**src/rtl/bit_packer_pkg.sv**
```systemverilog
// Shared types and sizing helpers for the bit-stream packer.
package bit_packer_pkg;

    typedef enum logic {
        FILL  = 1'b0,
        FLUSH = 1'b1
    } state_t;

    // Widest word the pad-mask helper can describe; OUT_W must stay below it.
    localparam int MASK_W = 64;

    // Accumulator width: a full word minus one bit can wait while a field lands.
    function automatic int acc_width(input int out_w, input int in_w);
        return out_w + in_w - 1;
    endfunction

    // Bits needed for a count that ranges 0..acc_w.
    function automatic int cnt_width(input int acc_w);
        return $clog2(acc_w + 1);
    endfunction

    // Ones in the positions below out_w-cnt; these are the pad positions of
    // a word that holds only cnt real bits. The caller keeps the low out_w bits.
    function automatic logic [MASK_W-1:0] mask(input int out_w, input int cnt);
        return (MASK_W'(1) << (out_w - cnt)) - MASK_W'(1);
    endfunction

endpackage

```
**src/rtl/bit_packer.sv**
```systemverilog
// Handshaked packer: IN_W-bit fields in MSB-first, OUT_W-bit words out.
// The last word of a frame has its unused LSBs filled with PAD_BIT.
module bit_packer
    import bit_packer_pkg::*;
#(
    parameter int   IN_W    = 5,
    parameter int   OUT_W   = 8,
    parameter logic PAD_BIT = 1'b1
) (
    input  logic             clk,
    input  logic             rst_n,
    input  logic             in_valid,
    output logic             in_ready,
    input  logic [IN_W-1:0]  in_data,
    input  logic             in_last,
    output logic             out_valid,
    input  logic             out_ready,
    output logic [OUT_W-1:0] out_data,
    output logic             out_last
);

    localparam int ACC_W = acc_width(OUT_W, IN_W);
    localparam int CNT_W = cnt_width(ACC_W);

    localparam logic [CNT_W-1:0] OUT_C   = CNT_W'(OUT_W);
    localparam logic [CNT_W-1:0] IN_C    = CNT_W'(IN_W);
    localparam logic [CNT_W-1:0] ALIGN_C = CNT_W'(OUT_W - 1);

    state_t             state, state_d;
    logic [ACC_W-1:0]   acc;
    logic [CNT_W-1:0]   cnt;

    logic               accept, slot_free, do_extract, do_pad, frame_done;
    logic [OUT_W-1:0]   top_bits, pad_mask, pad_word;
    logic [ACC_W-1:0]   ins;

    // Fields are only taken while less than one word is buffered, so an
    // accept can never collide with an extract and acc never overflows.
    assign in_ready   = rst_n && (state == FILL) && (cnt < OUT_C);
    assign accept     = in_valid && in_ready;
    assign slot_free  = !out_valid || out_ready;
    assign do_extract = slot_free && (cnt >= OUT_C);
    assign do_pad     = slot_free && (state == FLUSH) && (cnt != '0) && (cnt < OUT_C);
    assign frame_done = (do_extract && (cnt == OUT_C)) || do_pad;

    assign top_bits = acc[ACC_W-1 -: OUT_W];
    assign pad_mask = OUT_W'(mask(OUT_W, int'(cnt)));
    assign pad_word = (top_bits & ~pad_mask) | (PAD_BIT ? pad_mask : '0);

    // New field lands directly under the cnt bits already held. The shift is
    // only meaningful while cnt < OUT_W, which is exactly when accept can fire.
    assign ins = ACC_W'(in_data) << (ALIGN_C - cnt);

    // Next-state: a last field starts the flush; the frame's final word ends it.
    always_comb begin
        state_d = state;
        if (state == FILL && accept && in_last)
            state_d = FLUSH;
        else if (state == FLUSH && frame_done)
            state_d = FILL;
    end

    // State register.
    always_ff @(posedge clk) begin
        if (!rst_n) state <= FILL;
        else        state <= state_d;
    end

    // Accumulator and bit count: append on accept, drain on extract or pad.
    always_ff @(posedge clk) begin
        if (!rst_n) begin
            acc <= '0;
            cnt <= '0;
        end else if (accept) begin
            acc <= acc | ins;
            cnt <= cnt + IN_C;
        end else if (do_extract) begin
            acc <= acc << OUT_W;
            cnt <= cnt - OUT_C;
        end else if (do_pad) begin
            acc <= '0;
            cnt <= '0;
        end
    end

    // Output slice: loads only when empty or being taken, so a stalled word holds.
    always_ff @(posedge clk) begin
        if (!rst_n) begin
            out_valid <= 1'b0;
            out_data  <= '0;
            out_last  <= 1'b0;
        end else if (do_extract) begin
            out_valid <= 1'b1;
            out_data  <= top_bits;
            out_last  <= (state == FLUSH) && (cnt == OUT_C);
        end else if (do_pad) begin
            out_valid <= 1'b1;
            out_data  <= pad_word;
            out_last  <= 1'b1;
        end else if (out_ready) begin
            out_valid <= 1'b0;
        end
    end

endmodule

```
**config.mk**
```make
export PLATFORM = sky130hd
export DESIGN_NAME = bit_packer
export DESIGN_NICKNAME = d
export VERILOG_FILES = /design/src/rtl/bit_packer_pkg.sv /design/src/rtl/bit_packer.sv
export SDC_FILE = /design/constraint.sdc
export NUM_CORES = 1
export LEC_CHECK = 0
export ABC_AREA = 1
export CORE_UTILIZATION = 55
export DETAILED_ROUTE_END_ITERATION = 7
export GPL_TIMING_DRIVEN = 0
export MAX_ROUTING_LAYER = met4
export PLACE_DENSITY = 0.8
export SLEW_MARGIN = 40
export SYNTH_ARGS = -nofsm -noshare
export SYNTH_HDL_FRONTEND = slang
export SYNTH_SLANG_ARGS = --single-unit
```
**constraint.sdc**
```tcl
create_clock -name clk -period 5.8 [get_ports clk]
set_clock_uncertainty 0.05 [all_clocks]
set_input_delay 0.87 -clock clk [delete_from_list [all_inputs] [get_ports clk]]
set_output_delay 0.87 -clock clk [all_outputs]
set_load 0.05 [all_outputs]
```
==> results.sh, run 1 <==
export IMPL_status="finished, final reports clean"
export IMPL_worstHoldStart="acc[1]$_SDFFE_PN0P_"
export IMPL_ys_warn_count=0
export IMPL_netlist_area_um2=1556
export IMPL_irDropWorstVdd_uv=172.7
export IMPL_finalMaxSlewViolations=0
export IMPL_num_rows=18
export IMPL_cp_start_kind="input port"
export IMPL_ys_seq_area_share_pct=34.73
export IMPL_die_height_um=55.20
export IMPL_finalHoldViolations=0
export IMPL_drtIter0Drc=48
export IMPL_r2r_end="out_data[2]$_SDFFE_PN0P_"
export IMPL_drcViolationCount=0
export IMPL_ys_async_sr_fraction_pct=0
export IMPL_post_cts_buffers=0
export IMPL_postSynthCellCount=231
export IMPL_synthTopCellsByArea="dfxtp_1 35%, nand2_1 14%, a21oi_1 8.0%"
export IMPL_ctsHoldBuffers=0
export IMPL_drtAntennaViolNets=0
export IMPL_synth_top_cell_area_share_pct=34.73
export IMPL_pwr_density_cell_nw_per_um2=232.2
export IMPL_yosysTopAreaCell="dfxtp_1"
export IMPL_rr_worst_depth=9
export IMPL_finalPower_mw=0.4212
export IMPL_first_pass_iters=4
export IMPL_maxCapViolCount=0
export IMPL_worstReg2RegStart="cnt[1]$_SDFFE_PN0P_"
export IMPL_clk_path_buf_depth=2
export IMPL_synthMostInstantiatedCell="nand2_1"
export IMPL_crit_start="rst_n"
export IMPL_rsz0062_at_grt="false"
export IMPL_critPathCaptureType="output pin"
export IMPL_setup_viol=0
export IMPL_synth_ff_latch_count=27
export IMPL_r2r_slack_ps=3470
export IMPL_synth_commonest_cells="59 x nand2_1, 27 x dfxtp_1, 25 x a21oi_1, 25 x o21ai_0, 20 x nor2_1"
export IMPL_overflow=0
export IMPL_slew_headroom_pct=65.47
export IMPL_die_area_um2=3046
export IMPL_finalCritPeriodShare_pct=51.92
export IMPL_cp_required_ps=4880
export IMPL_min_period_ps=3011
export IMPL_grt_max_degree=17
export IMPL_routedWlPerCell_um=12.58
export IMPL_gp_congestion=0.8843
export IMPL_hp_class="reg2reg"
export IMPL_timing_fmax_ghz=0.3321
export IMPL_io_buffers=19
export IMPL_clkLatencyLatePin_ps=340
export IMPL_chipWidth_um=55.20
export IMPL_finalNetCount=268
export IMPL_grt_use_total_pct=27.58
export IMPL_cts_resized_gates=0
export IMPL_cts_tree="done"
export IMPL_n_antenna_cell=0
export IMPL_critPathCapture="in_ready"
export IMPL_synth_edf_count=0
export IMPL_drt_wl_total_mm=3.574
export IMPL_cts_sinks=27
export IMPL_antenna_found_initial=0
export IMPL_grt_first_pass_wirelength_mm=5.678
export IMPL_worst_ep_arrival_time_ps=2090
export IMPL_critPathMaxFanout=10
export IMPL_start_util_pct=60.62
export IMPL_grt_pass1_vias=1292
export IMPL_cts_max_level=1
export IMPL_synthFlopType="dfxtp_1"
export IMPL_critPathKind="in2out"
export IMPL_cts_root_buffer="clkbuf_4"
export IMPL_synth_nets=244
export IMPL_clkTransAtPathRegs_ps=150
export IMPL_syn_area_per_cell_um2=6.738
export IMPL_vias=1565
export IMPL_dpl_hpwl_mm=2.714
export IMPL_leakage_nw=0.7601
export IMPL_worst_slew_pin_slew_ps=518.0
export IMPL_cts_buffers=3
export IMPL_pin_count=21
export IMPL_ys_types=30
export IMPL_setup_tns_final_ps=0
export IMPL_core_um2=2567
export IMPL_hold_slack_ps=424.8
export IMPL_viasPerCell=5.511
export IMPL_area_growth_pct=16.56
export IMPL_drive_gt1_share_pct=12.99
[area by class of cell]
| cell class | instances | area (um2) |
|---|---|---|
| Fill cell | 242 | 753.2 |
| Clock buffer | 3 | 22.52 |
| Multi-Input combinational cell | 175 | 878.3 |
| Clock inverter | 1 | 7.507 |
| Inverter | 20 | 77.57 |
| Timing Repair Buffer | 19 | 190.2 |
| Tap cell | 30 | 37.54 |
| Buffer | 9 | 60.06 |
| Sequential cell | 27 | 540.5 |
[how the worst min path moves through the flow]
stage,to,slack (ps),depth (start not counted)
after floorplan,acc[0]$_SDFFE_PN0P_,390,2
after global placement,acc[0]$_SDFFE_PN0P_,410,2
after detailed placement,acc[1]$_SDFFE_PN0P_,410,2
after CTS,acc[1]$_SDFFE_PN0P_,430,2
after global routing,acc[3]$_SDFFE_PN0P_,460,2
final,acc[1]$_SDFFE_PN0P_,420,2
[sequential cells by signal (all words and copies together) (netlist names)]
register	cells
acc	12
out_data	8
cnt	4
out_last	1
out_valid	1
state	1
[placed cells by master (no fill, tap or decap), drive strengths merged]
master	n
o21ai	29
buf	7
clkbuf	5
dfxtp	27
clkdlybuf4s50	19
clkinvlp	1
inv	20
or2	2
a21oi	28
nor3	3
a31oi	4
ha	3
nand2	68
a22oi	2
nand3	7
nand4	3
nand3b	2
o211ai	1
xor2	1
nor2	22
[routing by layer]
layer  track usage, %  vias to the layer above  part of all wire, %
li1                 -                      812                    -
met1            34.27                      706                   47
met2            45.78                       42                   47
met3            2.459                        5                  4.8
met4            11.25                        0                  1.5
met5                -                        -                    0
[metrics by stage]
stage                     area [um2]  instances  utilization (%)  setup slack, ps
after detailed placement        1784        280            69.49             2781
after global routing            1814        284            70.66             2739
after CTS                       1814        284            70.66             2781
after floorplan                 1556        231                -             3383
final                           1814        284            70.66             2789
after global placement          1784        280            69.49             2776
[critical path, cell delays in order]
cell and delay [ps]:
buf_4 160, inv_4 90, nor3_4 140, clkdlybuf4s50_1 820
[power by group]
part	total [mW]	internal (mW)	switching, mW
combinational	0.131	0.0460	0.0853
sequential	0.202	0.195	0.00704
clock	0.0874	0.0265	0.0609
total	0.421	0.268	0.153
[kinds of logic after synthesis]
logic type,Yosys count,share of synthesized area (%)
adders and majority gates,3,2.412
AOI/OAI and AO/OA,64,22.35
and+or+nand+nor,107,31.11
DFF,27,34.73
xor gates and xnor gates,1,0.5628
buffers and inverters,29,8.842
Note: power is estimated with default switching activity, not from simulation.
==> run 2, diff against run 1 <==
--- a/config.mk
+++ b/config.mk
@@ -6,11 +6,11 @@
 export NUM_CORES = 1
 export LEC_CHECK = 0
 export ABC_AREA = 1
-export CORE_UTILIZATION = 55
+export CORE_UTILIZATION = 54
 export DETAILED_ROUTE_END_ITERATION = 7
 export GPL_TIMING_DRIVEN = 0
 export MAX_ROUTING_LAYER = met4
-export PLACE_DENSITY = 0.8
+export PLACE_DENSITY = 0.79
 export SLEW_MARGIN = 40
 export SYNTH_ARGS = -nofsm -noshare
 export SYNTH_HDL_FRONTEND = slang
==> constraint.sdc (replaced) <==
create_clock -name clk -period 3 [get_ports clk]
set_clock_uncertainty 0.05 [all_clocks]
set_input_delay 0.45 -clock clk [delete_from_list [all_inputs] [get_ports clk]]
set_output_delay 0.45 -clock clk [all_outputs]
set_load 0.05 [all_outputs]
==> results.sh, run 2 (same netlist as run 1, synthesis figures left out) <==
export IMPL_die_height_um=55.69
export IMPL_layout_common_cells="59 x nand2_1, 27 x dfxtp_1, 25 x o21ai_0, 25 x a21oi_1, 20 x nor2_1"
export IMPL_worstReg2RegStart="cnt[0]$_SDFFE_PN0P_"
export IMPL_status="finished, final reports clean"
export IMPL_drtAntennaViolNets=0
export IMPL_finalCritPeriodShare_pct=76.30
export IMPL_setup_tns_final_ps=0
export IMPL_path_cells="inv_2 > ha_1 > nor3_1 > nand2_1 > ha_1 > xor2_1 > a21oi_1 > a21oi_1"
export IMPL_stdcell_count=285
export IMPL_area_growth_pct=16.64
export IMPL_clkLatencyLatePin_ps=330
export IMPL_largest_reg_flops=12
export IMPL_io_buffers=19
export IMPL_drt_wl_total_mm=3.573
export IMPL_overflow=0
export IMPL_drtIter0Drc=69
export IMPL_drive_gt1_share_pct=12.99
export IMPL_antenna_found_initial=0
export IMPL_cts_max_level=1
export IMPL_cp_start_kind="flip-flop"
export IMPL_cts_resized_gates=0
export IMPL_core_um2=2734
export IMPL_r2r_slack_ps=710
export IMPL_dp_cells=281
export IMPL_fin_area_um2=1815
export IMPL_cts_sinks=27
export IMPL_timing_fmax_ghz=0.4368
export IMPL_rr_worst_depth=8
export IMPL_num_rows=19
export IMPL_cts_root_buffer="clkbuf_4"
export IMPL_n_antenna_cell=0
export IMPL_fillers=248
export IMPL_regMostFlops="acc"
export IMPL_grt_max_degree=17
export IMPL_pin_count=21
export IMPL_grt_pass1_vias=1436
export IMPL_critPathMaxFanout=6
export IMPL_finalHoldViolations=0
export IMPL_grt_first_pass_wirelength_mm=6.216
export IMPL_post_cts_buffers=0
export IMPL_vias=1541
export IMPL_crit_start="cnt[0]$_SDFFE_PN0P_"
export IMPL_routedWlPerCell_um=12.54
export IMPL_min_period_ps=2289
export IMPL_final_common_cell="nand2_1"
export IMPL_clkTransAtPathRegs_ps=150
export IMPL_post_dp_cell_area_um2=1785
export IMPL_pwr_density_cell_nw_per_um2=446.3
export IMPL_r2r_end="out_data[2]$_SDFFE_PN0P_"
export IMPL_chipWidth_um=55.69
export IMPL_ctsHoldBuffers=0
export IMPL_first_pass_iters=4
export IMPL_max_stage_delay_ps=480
export IMPL_finalMaxSlewViolations=0
export IMPL_clk_path_buf_depth=2
export IMPL_leakage_nw=0.7601
export IMPL_setup_viol=0
export IMPL_critPathCaptureType="flip-flop"
export IMPL_start_util_pct=56.93
export IMPL_worst_ep_arrival_time_ps=2490
export IMPL_dpl_worst_slack_ps=730.8
export IMPL_finalNetCount=268
export IMPL_die_area_um2=3101
export IMPL_cts_buffers=3
export IMPL_dpl_hpwl_mm=2.760
export IMPL_slew_headroom_pct=66.46
export IMPL_critPathKind="reg2reg"
export IMPL_rsz0062_at_grt="false"
export IMPL_cp_required_ps=3200
export IMPL_cts_tree="done"
export IMPL_critPathCapture="out_data[2]$_SDFFE_PN0P_"
export IMPL_viasPerCell=5.407
export IMPL_worst_slew_pin_slew_ps=503.1
export IMPL_cpMaxStageDelayCell="dfxtp_1"
export IMPL_setup_slack_ps=710.9
export IMPL_grt_use_total_pct=25.89
export IMPL_drcViolationCount=0
export IMPL_gp_congestion=0.9345
export IMPL_reg_top3="acc: 12 flops, out_data: 8 flops, cnt: 4 flops"
export IMPL_hp_class="in2reg"
export IMPL_irDropWorstVdd_uv=390.2
export IMPL_maxCapViolCount=0
==> run 2: cell counts in the layout (fill, tap and decap cells not counted) <==
No cell type changed its count.
==> run 2: area by class of cell <==
class                           count  area (um2)  share of cell area (%)
Multi-Input combinational cell    175       878.3                   48.38
Sequential cell                    27       540.5                   29.77
Timing Repair Buffer               19       190.2                   10.48
Inverter                           20       77.57                   4.273
Buffer                              9       60.06                   3.308
Tap cell                           31       38.79                   2.136
Clock buffer                        3       22.52                   1.241
Clock inverter                      1       7.507                  0.4135
==> run 2: per-stage QoR <==
step / utilization (%) / power (mW) / hold WS, ps
after floorplan: - / 0.5817 / 390.1
after global placement: 65.31 / 0.6467 / 403.2
after detailed placement: 65.31 / 0.6514 / 404.2
after CTS: 66.41 / 0.8142 / 348.0
after global routing: 66.41 / 0.8577 / 369.1
final: 66.41 / 0.8102 / 356.2
==> run 2: worst max-delay path: cells and delay by family (launching register included) <==
kind / cells / cell delay (ps)
buffers and inverters: 1 / 120
adder cells (fa/ha/maj): 2 / 680
AO/OA/AOI/OAI: 2 / 200
XOR/XNOR: 1 / 180
flip-flops: 1 / 480
AND/OR/NAND/NOR: 2 / 480
==> run 2: metal layers <==
layer	GRT usage, %	wire [um]	vias to the layer above
li1	-	-	813
met1	33.73	1675	676
met2	41.31	1674	48
met3	2.558	185	4
met4	10.71	38	0
met5	-	0	-
==> run 2: power by group <==
part           internal (mW)  switching, mW  total (mW)
clock                 0.0512          0.116       0.167
sequential             0.378         0.0136       0.391
combinational         0.0890          0.163       0.252
==> run 2: worst min path at each step <==
stage	start	slack (ps)	endpoint	cells past startpoint
after floorplan	acc[0]$_SDFFE_PN0P_	390	acc[0]$_SDFFE_PN0P_	2
after global placement	acc[0]$_SDFFE_PN0P_	400	acc[0]$_SDFFE_PN0P_	2
after detailed placement	acc[0]$_SDFFE_PN0P_	400	acc[0]$_SDFFE_PN0P_	2
after CTS	rst_n	350	cnt[2]$_SDFFE_PN0P_	3
after global routing	rst_n	370	out_data[2]$_SDFFE_PN0P_	3
final	rst_n	360	cnt[2]$_SDFFE_PN0P_	3
